===== config.mk =====
export PLATFORM = sky130hd
export DESIGN_NAME = as6501_serial_tx_flat
export DESIGN_NICKNAME = d
export VERILOG_FILES = /design/src/rtl/as6501_serial_tx_if.sv /design/src/rtl/as6501_serial_tx.sv /design/src/flat_wrapper.sv
export SDC_FILE = /design/constraint.sdc
export NUM_CORES = 1
export LEC_CHECK = 0
export BUFFER_PORTS_ARGS = -buffer_cell sky130_fd_sc_hd__clkbuf_2
export CORE_AREA = 2 2 122 124
export CTS_BUF_LIST = sky130_fd_sc_hd__clkbuf_8
export DETAILED_ROUTE_END_ITERATION = 12
export DIE_AREA = 0 0 124 126
export HOLD_SLACK_MARGIN = 0.15
export PLACE_DENSITY = 0.79
export SYNTH_ARGS = -nofsm -noshare
export SYNTH_HDL_FRONTEND = slang
export SYNTH_SLANG_ARGS = --single-unit

===== constraint.sdc =====
create_clock -name lclk_i -period 2.85 [get_ports lclk_i]
set_input_delay 0.57 -clock lclk_i [delete_from_list [all_inputs] [get_ports lclk_i]]
set_output_delay 0.57 -clock lclk_i [all_outputs]
set_load 0.01 [all_outputs]

===== src/rtl/as6501_serial_tx_if.sv =====
// AXI-Stream channel carrying {REF_INDEX, STOP} result words into the AS6501 serial transmitter.
interface as6501_serial_tx_if #(
    parameter int DATA_W = 18
);
    logic [DATA_W-1:0] s_axis_tdata;
    logic              s_axis_tvalid;
    logic              s_axis_tready;

    modport master (output s_axis_tdata, output s_axis_tvalid, input s_axis_tready);
    modport slave  (input s_axis_tdata, input s_axis_tvalid, output s_axis_tready);
endinterface


===== src/rtl/as6501_serial_tx.sv =====
// AS6501 serial result-port transmitter: buffers result words in a FIFO and
// shifts each one out MSB-first on sdi_o with a frame_o marker at its start.
module as6501_serial_tx #(
    parameter int INDEX_W    = 4,
    parameter int STOP_W     = 14,
    parameter int FRAME_HI   = 8,
    parameter int GAP        = 2,
    parameter int DEPTH_LOG2 = 3
) (
    input  logic                    lclk_i,
    input  logic                    arstn,
    input  logic                    enable_i,
    as6501_serial_tx_if.slave       s_axis,
    output logic                    frame_o,
    output logic                    sdi_o,
    output logic                    busy_o,
    output logic [DEPTH_LOG2:0]     fifo_level_o,
    output logic [15:0]             frames_sent_o
);
    localparam int N     = INDEX_W + STOP_W;
    localparam int DEPTH = 1 << DEPTH_LOG2;
    localparam int CW    = $clog2(N + 1);
    localparam int GW    = $clog2(GAP + 1);

    localparam logic [CW-1:0]         C_LAST   = CW'(N);
    localparam logic [CW-1:0]         C_PENULT = CW'(N - 1);
    localparam logic [CW-1:0]         C_FHI    = CW'(FRAME_HI);
    localparam logic [GW-1:0]         C_GAP    = GW'(GAP);
    localparam logic [DEPTH_LOG2:0]   C_DEPTH  = (DEPTH_LOG2 + 1)'(DEPTH);

    if (FRAME_HI > N || FRAME_HI < 1) begin : g_bad_frame_hi
        $error("as6501_serial_tx: FRAME_HI must lie in 1..INDEX_W+STOP_W");
    end

    typedef enum logic [1:0] {S_IDLE, S_SHIFT, S_GAP} state_t;

    logic [N-1:0]          r_mem [DEPTH];
    logic [DEPTH_LOG2-1:0] r_wptr;
    logic [DEPTH_LOG2-1:0] r_rptr;
    logic [DEPTH_LOG2:0]   r_level;
    logic                  r_tready;
    state_t                r_state;
    logic [CW-1:0]         r_cnt;
    logic [GW-1:0]         r_gap;
    logic [N-1:0]          r_shift;
    logic                  r_sdi;
    logic                  r_frame;
    logic                  r_busy;
    logic [15:0]           r_frames;

    logic                  w_push;
    logic                  w_pop;
    logic                  w_empty;
    logic [DEPTH_LOG2:0]   w_level_nxt;
    logic [N-1:0]          w_head;

    assign w_empty = (r_level == '0);
    assign w_push  = s_axis.s_axis_tvalid && r_tready;
    assign w_head  = r_mem[r_rptr];
    // A new frame may only be launched from IDLE or from the last GAP cycle.
    assign w_pop   = enable_i && !w_empty &&
                     ((r_state == S_IDLE) || ((r_state == S_GAP) && (r_gap == C_GAP)));

    always_comb begin
        w_level_nxt = r_level;
        if (w_push && !w_pop)
            w_level_nxt = r_level + 1'b1;
        else if (w_pop && !w_push)
            w_level_nxt = r_level - 1'b1;
    end

    always_ff @(posedge lclk_i) begin
        if (w_push)
            r_mem[r_wptr] <= s_axis.s_axis_tdata;
    end

    // r_shift holds the bits still to be driven, next one in the MSB.
    always_ff @(posedge lclk_i) begin
        if (w_pop)
            r_shift <= w_head << 1;
        else if (r_state == S_SHIFT)
            r_shift <= r_shift << 1;
    end

    always_ff @(posedge lclk_i or negedge arstn) begin
        if (!arstn) begin
            r_wptr   <= '0;
            r_rptr   <= '0;
            r_level  <= '0;
            r_tready <= 1'b0;
            r_state  <= S_IDLE;
            r_cnt    <= '0;
            r_gap    <= '0;
            r_sdi    <= 1'b0;
            r_frame  <= 1'b0;
            r_busy   <= 1'b0;
            r_frames <= '0;
        end else begin
            r_level  <= w_level_nxt;
            r_tready <= (w_level_nxt != C_DEPTH);
            if (w_push)
                r_wptr <= r_wptr + 1'b1;
            if (w_pop)
                r_rptr <= r_rptr + 1'b1;

            if (w_pop) begin
                r_state <= S_SHIFT;
                r_cnt   <= CW'(1);
                r_sdi   <= w_head[N-1];
                r_frame <= 1'b1;
                r_busy  <= 1'b1;
            end else begin
                case (r_state)
                    S_SHIFT: begin
                        // r_cnt is the number of bits already on the line.
                        if (r_cnt == C_LAST) begin
                            r_state <= S_GAP;
                            r_gap   <= GW'(1);
                            r_sdi   <= 1'b0;
                            r_frame <= 1'b0;
                        end else begin
                            r_cnt   <= r_cnt + 1'b1;
                            r_sdi   <= r_shift[N-1];
                            r_frame <= (r_cnt < C_FHI);
                            if (r_cnt == C_PENULT)
                                r_frames <= r_frames + 1'b1;
                        end
                    end
                    S_GAP: begin
                        if (r_gap == C_GAP) begin
                            r_state <= S_IDLE;
                            r_busy  <= 1'b0;
                        end else begin
                            r_gap <= r_gap + 1'b1;
                        end
                    end
                    default: begin
                        r_state <= S_IDLE;
                        r_sdi   <= 1'b0;
                        r_frame <= 1'b0;
                        r_busy  <= 1'b0;
                    end
                endcase
            end
        end
    end

    assign s_axis.s_axis_tready = r_tready;
    assign frame_o              = r_frame;
    assign sdi_o                = r_sdi;
    assign busy_o               = r_busy;
    assign fifo_level_o         = r_level;
    assign frames_sent_o        = r_frames;

endmodule

===== src/flat_wrapper.sv =====
// flat-port wrapper written by rule: the top's interface ports become plain ports
module as6501_serial_tx_flat 
#(
    parameter int INDEX_W    = 4,
    parameter int STOP_W     = 14,
    parameter int FRAME_HI   = 8,
    parameter int GAP        = 2,
    parameter int DEPTH_LOG2 = 3
)
  (lclk_i, arstn, enable_i, frame_o, sdi_o, busy_o, fifo_level_o, frames_sent_o, s_axis_s_axis_tdata, s_axis_s_axis_tvalid, s_axis_s_axis_tready);
  as6501_serial_tx_if s_axis_i ();
  input  logic lclk_i;
  input  logic arstn;
  input  logic enable_i;
  output logic frame_o;
  output logic sdi_o;
  output logic busy_o;
  output logic [DEPTH_LOG2:0] fifo_level_o;
  output logic [15:0] frames_sent_o;
  input wire logic [$bits(s_axis_i.s_axis_tdata)-1:0] s_axis_s_axis_tdata;
  input wire logic [$bits(s_axis_i.s_axis_tvalid)-1:0] s_axis_s_axis_tvalid;
  output wire logic [$bits(s_axis_i.s_axis_tready)-1:0] s_axis_s_axis_tready;
  assign s_axis_i.s_axis_tdata = s_axis_s_axis_tdata;
  assign s_axis_i.s_axis_tvalid = s_axis_s_axis_tvalid;
  assign s_axis_s_axis_tready = s_axis_i.s_axis_tready;
  as6501_serial_tx #(.INDEX_W(INDEX_W), .STOP_W(STOP_W), .FRAME_HI(FRAME_HI), .GAP(GAP), .DEPTH_LOG2(DEPTH_LOG2)) u_core (.lclk_i(lclk_i), .arstn(arstn), .enable_i(enable_i), .s_axis(s_axis_i), .frame_o(frame_o), .sdi_o(sdi_o), .busy_o(busy_o), .fifo_level_o(fifo_level_o), .frames_sent_o(frames_sent_o));
endmodule

After elaboration in Yosys (flattened, before gate mapping) --
Memories as Yosys holds them, arrays and structs flattened. Cells that the tools add are included.
Word-level totals: output and inout bits 24, bits in writable memories 144, input port bits 22, word-level logic and storage cells 80, register bits 56, memories 1
Memory list:
- u_core.r_mem | words 8, width 18, rd ports 1, clocked after memory_dff 0, wr ports 1, RTL line as6501_serial_tx.sv:37 | logic [N-1:0] r_mem [DEPTH];
Cells by class: magnitude comparators 1, bitwise logic cells 2, multiplexer cells 25, equal/unequal tests 13, add/subtract/negate cells 7, reductions and logical operators 19
Operator list (count):
- 2-to-1 mux 18 bit | 2
- adder 16 x 1 -> 16 bit (second input constant) | 1
- 2-to-1 mux 5 bit | 3
- equality test 5 bit (second input constant) | 2
- 2-to-1 mux 2 bit | 5
- 2-to-1 mux 1 bit | 8
- 2-to-1 mux 4 bit | 2
- one-hot mux 2 bit (2 select lines) | 2
- AND reduction 4 bit | 2
- adder 3 x 1 -> 3 bit (second input constant) | 2
- logical AND 1 bit | 6
- != test 2 x 1 -> 1 bit (second input constant) | 3
- != test 3 x 2 -> 1 bit (second input constant) | 2
- one-hot mux 1 bit (2 select lines) | 3
- AND reduction 2 bit | 3
- adder 5 x 1 -> 5 bit (second input constant) | 1
- < comparator 5 x 4 -> 1 bit (second input constant) | 1
- adder 4 x 1 -> 4 bit (second input constant) | 1
- equality test 2 bit (second input constant) | 2
- logical NOT 4 bit | 1
- != test 2 bit (second input constant) | 2
- != test 4 bit (second input constant) | 1
- nonzero test 2 bit | 2
- subtractor 4 x 1 -> 4 bit (second input constant) | 1
- 6 further kinds | 9

Logic depth before layout (Yosys ltp) --
Gate-level depths: netlist of the first run.
depth in word-level cells 8, depth in mapped cells 8, gate-level depth less buffers 7

Least setup slack after synthesis of the first run --
OpenSTA, ideal clock, no wires.
kind input to register, start input s_axis_s_axis_tvalid, end memory u_core.r_mem[0][0] in the netlist's numbering, enable pin, setup time 0.439 ns, slack -0.104 ns, path buffers 0, stages on the path 2, data required time 2.411 ns, arrival 2.515 ns, cell sequence nand2_1 > nor4_1
On the way: word-level cells in the longest chain between the ends 3
Ends and longest elaborated chain:
- from (decl) | RTL line flat_wrapper.sv:21 | input wire logic [$bits(s_axis_i.s_axis_tvalid)-1:0] s_axis_s_axis_tvalid;
- logical AND 1 bit | RTL line as6501_serial_tx.sv:58 | assign w_push = s_axis.s_axis_tvalid && r_tready;
- 2-to-1 mux 1 bit | RTL line as6501_serial_tx.sv:73 | if (w_push)
- 2-to-1 mux 1 bit (implied by the code) | RTL line as6501_serial_tx.sv:74 | r_mem[r_wptr] <= s_axis.s_axis_tdata;
- to (decl) | RTL line as6501_serial_tx.sv:37
No other way between the ends.

Final worst setup path of the first run --
start register u_core.r_level[0] (netlist: u_core.fifo_level_o[0]), end register u_core.r_shift[10], data pin
On the way: word-level cells in the longest chain between the ends 5
Ends and longest elaborated chain:
- from (decl) | RTL line as6501_serial_tx.sv:40 | logic [DEPTH_LOG2:0] r_level;
- from (signal assigned) | RTL line as6501_serial_tx.sv:99 | r_level <= w_level_nxt;
- logical NOT 4 bit | RTL line as6501_serial_tx.sv:57 | assign w_empty = (r_level == '0);
- logical NOT 1 bit | RTL line as6501_serial_tx.sv:61 | assign w_pop = enable_i && !w_empty &&
- logical AND 1 bit (2 in a row) | RTL line as6501_serial_tx.sv:61
- 2-to-1 mux 18 bit | RTL line as6501_serial_tx.sv:79 | if (w_pop)
- to (signal assigned) | RTL line as6501_serial_tx.sv:80 | r_shift <= w_head << 1;
- to (signal assigned) | RTL line as6501_serial_tx.sv:82 | r_shift <= r_shift << 1;
- to (decl) | RTL line as6501_serial_tx.sv:45 | logic [N-1:0] r_shift;
No other way between the ends. A chain may end at the register's enable or synchronous reset.

==> impl_metrics.csv, run 1 <==
group,metric,value,unit
run_status,status,"finished, final reports clean",
power_and_ir_drop,total_power,8.30,mW
routing,vias_per_cell,5.80,
cells_and_area,layout_common_cells,"161 x edfxtp_1, 47 x nand2_1, 45 x clkbuf_2, 38 x dfrtp_1, 36 x mux4_2",
global_routing,use_met1,24.6,%
synthesis,synth_area,0.00802,sq mm
sta,finalHoldViolCount,0,
sta,setup_viol,0,
routing,drtIter0Drc,335,
sta,setup-tns-final,0,ns
routing,drt_first_pass_iters,5,
placed_design,place.gp.congestion,0.820,
cts,ctsHoldBuffers,0,
synthesis,synth_fp_nets,485,
critical_path,worst-setup-path-type,"flip-flop to flip-flop",
critical_path,crit_path_start_kind,"flip-flop",
cells_and_area,antennaDiodeCount,0,
critical_path,crit_arrival,2.46,ns
sta,final_max_slew_viol_count,0,
routing,drc,0,
synthesis,synth_flop_cell,"edfxtp_1",
cts,post_cts_resized,0,
routing,finalWirelength,13.8,mm
placed_design,dp.cells,680,
synthesis,synthTopCellsByArea,"edfxtp_1 60%, dfrtp_1 12%, mux4_2 10%, mux2i_1 2.5%, nand2_1 2.2%",
cells_and_area,finalNetCount,546,
sta,min_period,2.27,ns
sta,fmax,0.441,GHz
cts,insertion_delay,0.46,ns
routing,ant_nets,0,
placed_design,io_buffers,45,
cts,ctsRootBufferMaster,"clkbuf_8",
critical_path,endpoint_kind,"flip-flop",
floorplan,dieHeight,126,um
floorplan,die_area,0.0156,sq mm
cts,postCtsSetupBuffers,0,
cts,cts_buffer_depth,2,
cells_and_area,drive_gt1_share,26.0,%
cts,clkTransAtPathRegs,0.09,ns
synthesis,synth-edff-count,161,
global_routing,grt_use_met3,4.71,%
synthesis,yosysTopAreaCell,"edfxtp_1",
synthesis,synth.distinct_cells,48,
floorplan,die_x,124,um
sta,fin_hold_ws,0.240,ns
sta,fin_ws,0.583,ns
critical_path,worst-path-max-fanout,40,
sta,grt_setup_unrepaired,"false",
floorplan,start_util,56.0,%
critical_path,crit_required,3.05,ns
cts,numCtsBuffers,17,
global_routing,grt_overflow,0,
cts,numClockSinks,200,
synthesis,synth.top_cell.area_share,60.3,%
sta,skew,0.00828,ns
global_routing,grtUsageMet2,31.6,%
synthesis,ys_seq_area_share,72.5,%
synthesis,ys_warn_count,0,
cells_and_area,layout_commonest_cell,"edfxtp_1",
run,max_cap_violations,0,
placed_design,hpwl,8.26,mm
routing,vias,4125,
cts,cts_max_level,4,
floorplan,coreArea,0.0143,sq mm
global_routing,grt_use_total,19.2,%
synthesis,async_flop_share,19.5,%
routing,wl_per_cell,19.4,um
synthesis,syn_avg_cell_area,17.7,sq um
cts,tritoncts,"yes",
sta,post-route-period-util,79.5,%
placed_design,pre_cts_ws,0.621,ns
power_and_ir_drop,power_density,928,mW/mm^2
power_and_ir_drop,peakVddDrop,0.000456,V
min_path,hp-class,"primary input to asynchronous set/reset pin",
floorplan,boundaryPins,46,
sta,slew_headroom,35.9,%
floorplan,rows,44,
global_routing,grt_pass1_wl,21.7,mm
cells_and_area,syn2layout_area_growth,11.5,%
global_routing,grt_most_used_layer,"met2",
global_routing,antenna_found_initial,0,
cells_and_area,instances_no_fill,711,
synthesis,yosys_register_bits,200,
global_routing,grt_max_degree,41,
power_and_ir_drop,p_leak,3.25,nW
synthesis,synthCells,454,
sta,tightest_slew,0.961,ns
global_routing,grt_pass1_vias,4147,
## cells in the mapped netlist, types with 2 or more instances
cell type / n
buf_2: 6
nor3_1: 8
xnor2_1: 16
nand4_1: 6
mux2i_1: 20
nand2b_1: 3
dfrtp_1: 39
a21oi_1: 3
ha_1: 9
clkbuf_1: 9
o21ai_0: 20
mux2_2: 2
edfxtp_1: 161
nor3b_1: 2
nor2_1: 17
xor2_1: 8
nand3_1: 5
inv_1: 5
and3_1: 3
nand2_1: 47
nor2b_1: 2
and4_1: 2
mux4_2: 36
## flip-flops by register name, summed over array words and instances, names as in the netlist, 2 cells and up
name	count
u_core.r_rptr	3
u_core.r_gap	2
u_core.r_cnt	5
u_core.frames_sent_o	16
u_core.fifo_level_o	4
u_core.r_mem	144
u_core.r_state	2
u_core.r_shift	17
u_core.r_wptr	3
## critical path: stages, from the launching register on
cell and delay [ns]:
dfrtp_1 0.46, inv_1 0.12, ha_1 0.20, nor3b_1 0.41, or3_1 0.25, buf_4 0.37
o21ai_0 0.17
## metal layers
metal  up-vias  routed length (um)  part of all wire [%]
li1       1880                   -                     -
met1      2102                5730                    42
met2       117                7070                    51
met3        26                 684                   5.0
met4         0                 305                   2.2
met5         -                   0                     0
## power by group
part	switching, mW	internal (mW)	leakage, nW
clock	0.923	0.854	0.200
combinational	1.27	1.08	1.06
sequential	0.333	3.84	1.98
total	2.53	5.78	3.25
## per-stage QoR
| stage | util [%] | area, sq um |
|---|---|---|
| global route | 62.5 | 8940 |
| finish | 62.5 | 8940 |
| global placement | 59.7 | 8550 |
| CTS | 62.5 | 8940 |
| floorplan | - | 8030 |
| detailed placement | 59.7 | 8550 |
## kinds of logic after synthesis
| family | after synthesis | share of synthesized area, % |
|---|---|---|
| AOI/OAI and AO/OA | 34 | 2.65 |
| adders and majority gates | 9 | 1.40 |
| buffers and inverters | 22 | 1.22 |
| xor gates and xnor gates | 24 | 2.62 |
| and+or+nand+nor | 107 | 6.76 |
| DFF | 200 | 72.5 |
| muxes | 58 | 12.9 |
## final cells by class
cell class | count | area [sq um]
flip-flops and latches | 200 | 5810
fillers | 1010 | 5370
multi-input cells | 232 | 2150
repair buffers | 59 | 343
clock buffers | 17 | 234
well taps | 184 | 230
clock inverters | 14 | 159
inverters | 5 | 18.8
## final timing paths
check,to,start,slack [ns],cells past startpoint
max reg2reg,u_core.r_shift[10]$_DFFE_PP_,u_core.fifo_level_o[0]$_DFF_PN0_,0.58,6
max in group asynchronous,u_core.r_rptr[0]$_DFFE_PN0N_,arstn,1.95,1
min in group lclk_i,u_core.r_mem[1][16]$_DFFE_PP_,s_axis_s_axis_tdata[16],0.37,1
min,u_core.fifo_level_o[0]$_DFF_PN0_,arstn,0.24,1
min reg2reg,u_core.frames_sent_o[15]$_DFFE_PN0P_,u_core.frames_sent_o[15]$_DFFE_PN0P_,0.49,1
max,u_core.r_shift[10]$_DFFE_PP_,u_core.fifo_level_o[0]$_DFF_PN0_,0.58,6
Note: power is estimated with default switching activity, not from simulation.
==> run 2: changes to the inputs <==
--- a/config.mk
+++ b/config.mk
@@ -6,12 +6,12 @@
 export NUM_CORES = 1
 export LEC_CHECK = 0
 export BUFFER_PORTS_ARGS = -buffer_cell sky130_fd_sc_hd__clkbuf_2
-export CORE_AREA = 2 2 122 124
+export CORE_AREA = 2 2 119 121
 export CTS_BUF_LIST = sky130_fd_sc_hd__clkbuf_8
 export DETAILED_ROUTE_END_ITERATION = 12
-export DIE_AREA = 0 0 124 126
+export DIE_AREA = 0 0 121 123
 export HOLD_SLACK_MARGIN = 0.15
-export PLACE_DENSITY = 0.79
+export PLACE_DENSITY = 0.8
 export SYNTH_ARGS = -nofsm -noshare
 export SYNTH_HDL_FRONTEND = slang
 export SYNTH_SLANG_ARGS = --single-unit
==> constraint.sdc (replaced) <==
create_clock -name lclk_i -period 2.1 [get_ports lclk_i]
set_input_delay 0.42 -clock lclk_i [delete_from_list [all_inputs] [get_ports lclk_i]]
set_output_delay 0.42 -clock lclk_i [all_outputs]
set_load 0.01 [all_outputs]
==> run 2 against run 1 <==
  * Power up 35%
  * Core utilization up 4.2 points
  * Via count down 0.48%
  * First-iteration DRC count down 9.3%
  * Critical endpoint is now u_core.s_axis.s_axis_tready$_DFF_PN0_
==> impl_metrics.csv, run 2 (synthesis gave the netlist of run 1 again) <==
group,metric,value,unit
critical_path,crit_path_start_kind,"flip-flop",
placed_design,pre_cts_ws,0.114,ns
floorplan,coreArea,0.0136,sq mm
floorplan,die_x,121,um
sta,finalHoldViolCount,0,
critical_path,cp_top_family,"simple AND/OR/NAND/NOR gates",
sta,min_period,2.00,ns
cells_and_area,area.sequential,0.00581,sq mm
floorplan,die_area,0.0149,sq mm
critical_path,endpoint_kind,"flip-flop",
cells_and_area,finalNetCount,553,
routing,finalWirelength,14.2,mm
global_routing,antenna_found_initial,0,
cts,insertion_delay,0.45,ns
global_routing,grt_max_degree,43,
sta,setup_viol,0,
sta,post-route-period-util,95.2,%
placed_design,hpwl,8.84,mm
cts,cts_buffer_depth,2,
power_and_ir_drop,power_density,1240,mW/mm^2
cells_and_area,top_register,"u_core.r_mem",
sta,tightest_slew,0.559,ns
sta,fmax,0.500,GHz
cells_and_area,drive_gt1_share,26.1,%
cts,postCtsSetupBuffers,0,
cells_and_area,antennaDiodeCount,0,
power_and_ir_drop,p_leak,3.30,nW
cells_and_area,syn2layout_area_growth,13.2,%
placed_design,io_buffers,45,
global_routing,grt_use_total,20.8,%
sta,fin_ws,0.101,ns
cts,clkTransAtPathRegs,0.09,ns
critical_path,path_buf_inv,1,
floorplan,rows,43,
critical_path,crit_required,2.42,ns
routing,vias,4105,
cts,numClockSinks,200,
power_and_ir_drop,total_power,11.2,mW
critical_path,slowest_delay,0.43,ns
routing,vias_per_cell,5.76,
cells_and_area,layout_commonest_cell,"edfxtp_1",
power_and_ir_drop,peakVddDrop,0.000513,V
critical_path,worst-setup-path-type,"flip-flop to flip-flop",
routing,wl_per_cell,19.9,um
critical_path,crit_arrival,2.32,ns
global_routing,grt_pass1_wl,22.5,mm
sta,slew_headroom,62.8,%
sta,skew,0.0102,ns
cells_and_area,num-fill-cells,933,
routing,drt_first_pass_iters,4,
cts,numCtsBuffers,17,
placed_design,place.gp.congestion,0.782,
min_path,hp-class,"primary input to flip-flop",
sta,final_max_slew_viol_count,0,
critical_path,worst-path-max-fanout,7,
floorplan,dieHeight,123,um
run_status,status,"finished, final reports clean",
critical_path,slowest_stage,"or3_1",
global_routing,grt_overflow,0,
cells_and_area,layout_common_cells,"161 x edfxtp_1, 46 x nand2_1, 45 x clkbuf_2, 38 x dfrtp_1, 36 x mux4_2",
run,max_cap_violations,0,
cells_and_area,multi_input_area,0.00216,sq mm
global_routing,grt_pass1_vias,4165,
cts,tritoncts,"yes",
critical_path,reg2reg_from,"u_core.r_gap[0]$_DFFE_PN0P_",
routing,drc,0,
min_path,min_from,"s_axis_s_axis_tdata[3]",
routing,drtIter0Drc,304,
critical_path,cp_cell_sequence,"inv_1 > ha_1 > nor2b_4 > or3_1 > o32ai_2 > xor2_1 > nand3b_1",
routing,ant_nets,0,
cts,cts_max_level,4,
critical_path,startpoint,"u_core.r_gap[0]$_DFFE_PN0P_",
floorplan,boundaryPins,46,
floorplan,start_util,58.9,%
cells_and_area,largest_reg_flops,144,
sta,grt_setup_unrepaired,"false",
cts,ctsRootBufferMaster,"clkbuf_8",
run 2: cell count changes in the layout (fill, tap and decap cells not counted), moves of 2 or more:
cell	change
buf_4	-5
buf_12	+11
clkinv_2	-3
inv_1	+3
clkinv_1	+2
bufinv_16	-2
run 2: worst paths after layout:
path / to / slack [ns] / cells after the start
min reg2reg: u_core.frames_sent_o[15]$_DFFE_PN0P_ / 0.48 / 1
max: u_core.s_axis.s_axis_tready$_DFF_PN0_ / 0.10 / 7
max reg2reg: u_core.s_axis.s_axis_tready$_DFF_PN0_ / 0.10 / 7
min in group asynchronous: u_core.r_cnt[1]$_DFFE_PN0P_ / 0.49 / 2
min: u_core.r_mem[2][3]$_DFFE_PP_ / 0.24 / 1
max in group asynchronous: u_core.frames_sent_o[8]$_DFFE_PN0P_ / 0.97 / 3
run 2: metrics by stage:
step           instance area, sq um  hold slack [ns]  TNS (ns)  util (%)  instances
2_1_floorplan                  8040            0.124    -13.42         -        454
3_3_place_gp                   8730            0.425         0      64.2        682
3_5_place_dp                   8730            0.434         0      64.2        682
4_1_cts                        9070            0.210         0      66.7        713
5_1_grt                        9080            0.230         0      66.7        713
6_report                       9080            0.242         0      66.7        713
run 2: layout make-up:
cell class | count | area share [%]
Timing Repair Buffer | 66 | 5.90
Clock buffer | 17 | 2.58
Clock inverter | 13 | 1.03
Multi-Input combinational cell | 232 | 23.8
Inverter | 5 | 0.207
Tap cell | 180 | 2.48
Sequential cell | 200 | 64.0
run 2: worst register-to-register path: cells and delay by family (launching register included):
kind	cells	cell delay, ns
buffers and inverters	1	0.07
AND/OR/NAND/NOR	3	0.64
AO/OA/AOI/OAI	1	0.29
flip-flops	1	0.41
XOR/XNOR	1	0.23
adder cells (fa/ha/maj)	1	0.23
run 2: what timing repair did:
action / 4_1_cts / 5_1_grt
endpoints found under the setup margin: 0 / 17
hold buffers: 1 / 0
endpoints found under the hold margin: 21 / 0
gates resized for setup: 0 / 1
run 2: metal layers:
| metal | global-route usage [%] | vias up | wire, um |
|---|---|---|---|
| met2 | 36.2 | 105 | 7600 |
| met3 | 4.15 | 15 | 605 |
| met4 | 7.19 | 0 | 208 |
| li1 | - | 1892 | - |
| met1 | 26.3 | 2093 | 5750 |
| met5 | 0 | - | 0 |
run 2: power breakdown:
part	leakage [nW]	internal, mW	switching, mW	total (mW)
clock	0.175	0.898	1.19	2.09
sequential	1.98	5.21	0.427	5.64
combinational	1.14	1.65	1.85	3.50
total	3.30	7.76	3.47	11.2
==> run 3: changes to the inputs <==
--- a/config.mk
+++ b/config.mk
@@ -12,6 +12,8 @@
 export DIE_AREA = 0 0 121 123
 export HOLD_SLACK_MARGIN = 0.15
 export PLACE_DENSITY = 0.8
+export RECOVER_POWER = 100
+export SKIP_CTS_REPAIR_TIMING = 1
 export SYNTH_ARGS = -nofsm -noshare
 export SYNTH_HDL_FRONTEND = slang
 export SYNTH_SLANG_ARGS = --single-unit
==> run 3 against run 2 <==
  * Sequential share of layout area up 1.6 points
  * Non-clock buffer count unchanged
  * Register-to-register slack worse by 0.02 ns
  * Critical path depth unchanged
  * Via count up 0.24%
  * Critical path type unchanged
  * Highest routed layer unchanged
==> impl_metrics.csv, run 3 (synthesis gave the netlist of run 1 again) <==
group,metric,value,unit
power_and_ir_drop,total_power,11.0,mW
global_routing,grt_pass1_vias,4165,
routing,vias,4115,
critical_path,cp_cell_sequence,"inv_1 > ha_1 > nor2b_4 > or3_1 > o32ai_2 > xor2_1 > nand3b_1",
cts,numCtsBuffers,17,
routing,m1WireLength,5.90,mm
cts,numClockSinks,200,
routing,wl_per_cell,20.0,um
power_and_ir_drop,peakVddDrop,0.000512,V
routing,drt_first_pass_iters,4,
sta,grt_setup_unrepaired,"false",
sta,finalHoldViolCount,0,
critical_path,reg2reg_from,"u_core.r_gap[0]$_DFFE_PN0P_",
sta,skew,0.00934,ns
sta,tightest_slew,1.19,ns
cells_and_area,finalNetCount,553,
global_routing,grt_use_total,20.8,%
sta,fin_hold_ws,0.304,ns
critical_path,r2r_end,"u_core.s_axis.s_axis_tready$_DFF_PN0_",
global_routing,grt_max_degree,43,
sta,setup-tns-final,0,ns
sta,fmax,0.496,GHz
global_routing,antenna_found_initial,0,
cells_and_area,num-fill-cells,986,
critical_path,crit_arrival,2.34,ns
sta,setup_viol,0,
routing,topRoutingLayerUsed,"met4",
sta,slew_headroom,20.6,%
placed_design,hpwl,8.84,mm
placed_design,dp.cells,682,
placed_design,place.gp.congestion,0.782,
critical_path,worst-path-max-fanout,7,
floorplan,die_area,0.0149,sq mm
placed_design,io_buffers,45,
floorplan,start_util,58.9,%
critical_path,slowest_stage,"or3_1",
min_path,hold_path_depth,1,
cts,clkTransAtPathRegs,0.09,ns
cells_and_area,instances_no_fill,713,
sta,post-route-period-util,96.0,%
routing,drc,0,
routing,finalWirelength,14.3,mm
cts,cts_max_level,4,
sta,final_max_slew_viol_count,0,
critical_path,path_depth,7,
critical_path,crit_required,2.42,ns
sta,fin_ws,0.0838,ns
critical_path,slowest_delay,0.43,ns
global_routing,grt_pass1_wl,22.5,mm
routing,ant_nets,0,
routing,vias_per_cell,5.77,
power_and_ir_drop,power_density,1250,mW/mm^2
critical_path,startpoint,"u_core.r_gap[0]$_DFFE_PN0P_",
cells_and_area,largest_reg_flops,144,
cts,cts_buffer_depth,2,
run_status,status,"finished, final reports clean",
cts,insertion_delay,0.45,ns
power_and_ir_drop,p_leak,3.12,nW
cts,ctsRootBufferMaster,"clkbuf_8",
floorplan,dieHeight,123,um
run,max_cap_violations,0,
cts,tritoncts,"yes",
critical_path,cp_top_family,"simple AND/OR/NAND/NOR gates",
critical_path,cp-endpoint,"u_core.s_axis.s_axis_tready$_DFF_PN0_",
cells_and_area,layout_commonest_cell,"edfxtp_1",
cells_and_area,top_register,"u_core.r_mem",
placed_design,pre_cts_ws,0.114,ns
min_path,hp-class,"primary input to flip-flop",
routing,dr_wl_met3,677,um
sta,min_period,2.02,ns
cells_and_area,area.sequential,0.00581,sq mm
floorplan,rows,43,
floorplan,coreArea,0.0136,sq mm
cells_and_area,drive_gt1_share,16.7,%
critical_path,worst-setup-path-type,"flip-flop to flip-flop",
cells_and_area,antennaDiodeCount,0,
floorplan,boundaryPins,46,
cells_and_area,layout_common_cells,"161 x edfxtp_1, 46 x nand2_1, 45 x clkbuf_1, 38 x dfrtp_1, 36 x mux4_2",
global_routing,grt_overflow,0,
critical_path,regToRegSetupSlack,0.08,ns
cells_and_area,multi_input_area,0.00212,sq mm
critical_path,path_buf_inv,1,
floorplan,die_x,121,um
cells_and_area,syn2layout_area_growth,10.4,%
routing,wl_met2,7.44,mm
critical_path,endpoint_kind,"flip-flop",
routing,drtIter0Drc,296,
critical_path,crit_path_start_kind,"flip-flop",
critical_path,reg2reg_depth,7,
run 3: cell types whose count changed in the layout (fill, tap and decap cells not counted):
cell,previous run,this run
nor4_1,0,1
clkbuf_1,0,45
clkbuf_2,45,12
buf_4,8,2
nor4_4,1,0
nor3_2,4,0
nor3_1,4,8
buf_12,12,4
buf_2,0,2
o21ai_1,1,0
o21ai_0,20,21
run 3: power breakdown:
part	leakage, nW	internal (mW)	switching (mW)
sequential	1.98	5.22	0.402
clock	0.175	0.897	1.20
combinational	0.960	1.49	1.83
run 3: final cells by class:
class	count	share of cell area, %
multi-input combinational	232	24.0
sequential	200	65.7
inverter	5	0.212
clock inverter	13	1.06
timing repair buffer	66	3.89
clock buffer	17	2.64
tap	180	2.54
run 3: how the worst min path moves through the flow:
stage	to	startpoint	slack (ns)
after floorplan	u_core.busy_o$_DFFE_PN0P_	arstn	0.12
after global placement	u_core.fifo_level_o[0]$_DFF_PN0_	arstn	0.43
after detailed placement	u_core.fifo_level_o[0]$_DFF_PN0_	arstn	0.43
after CTS	u_core.r_cnt[1]$_DFFE_PN0P_	arstn	-0.07
after global routing	u_core.r_mem[2][9]$_DFFE_PP_	s_axis_s_axis_tdata[9]	0.31
final	u_core.r_mem[2][3]$_DFFE_PP_	s_axis_s_axis_tdata[3]	0.30
run 3: through the flow:
stage / area (sq um) / utilization [%]
2_1_floorplan: 8040 / -
5_1_grt: 8850 / 65.0
6_report: 8850 / 65.0
3_5_place_dp: 8730 / 64.2
3_3_place_gp: 8730 / 64.2
4_1_cts: 9060 / 66.6
run 3: worst register-to-register path, delay by kind of cell (launching register included):
kind	cells	cell delay (ns)
DFF	1	0.41
buffers and inverters	1	0.07
and+or+nand+nor	3	0.64
adders and majority gates	1	0.23
AOI/OAI and AO/OA	1	0.29
xor gates and xnor gates	1	0.24
run 3: metal layers:
metal / up-vias / global-route usage, %
li1: 1894 / -
met1: 2101 / 26.3
met2: 102 / 36.2
met3: 18 / 4.15
met4: 0 / 7.19
met5: - / 0
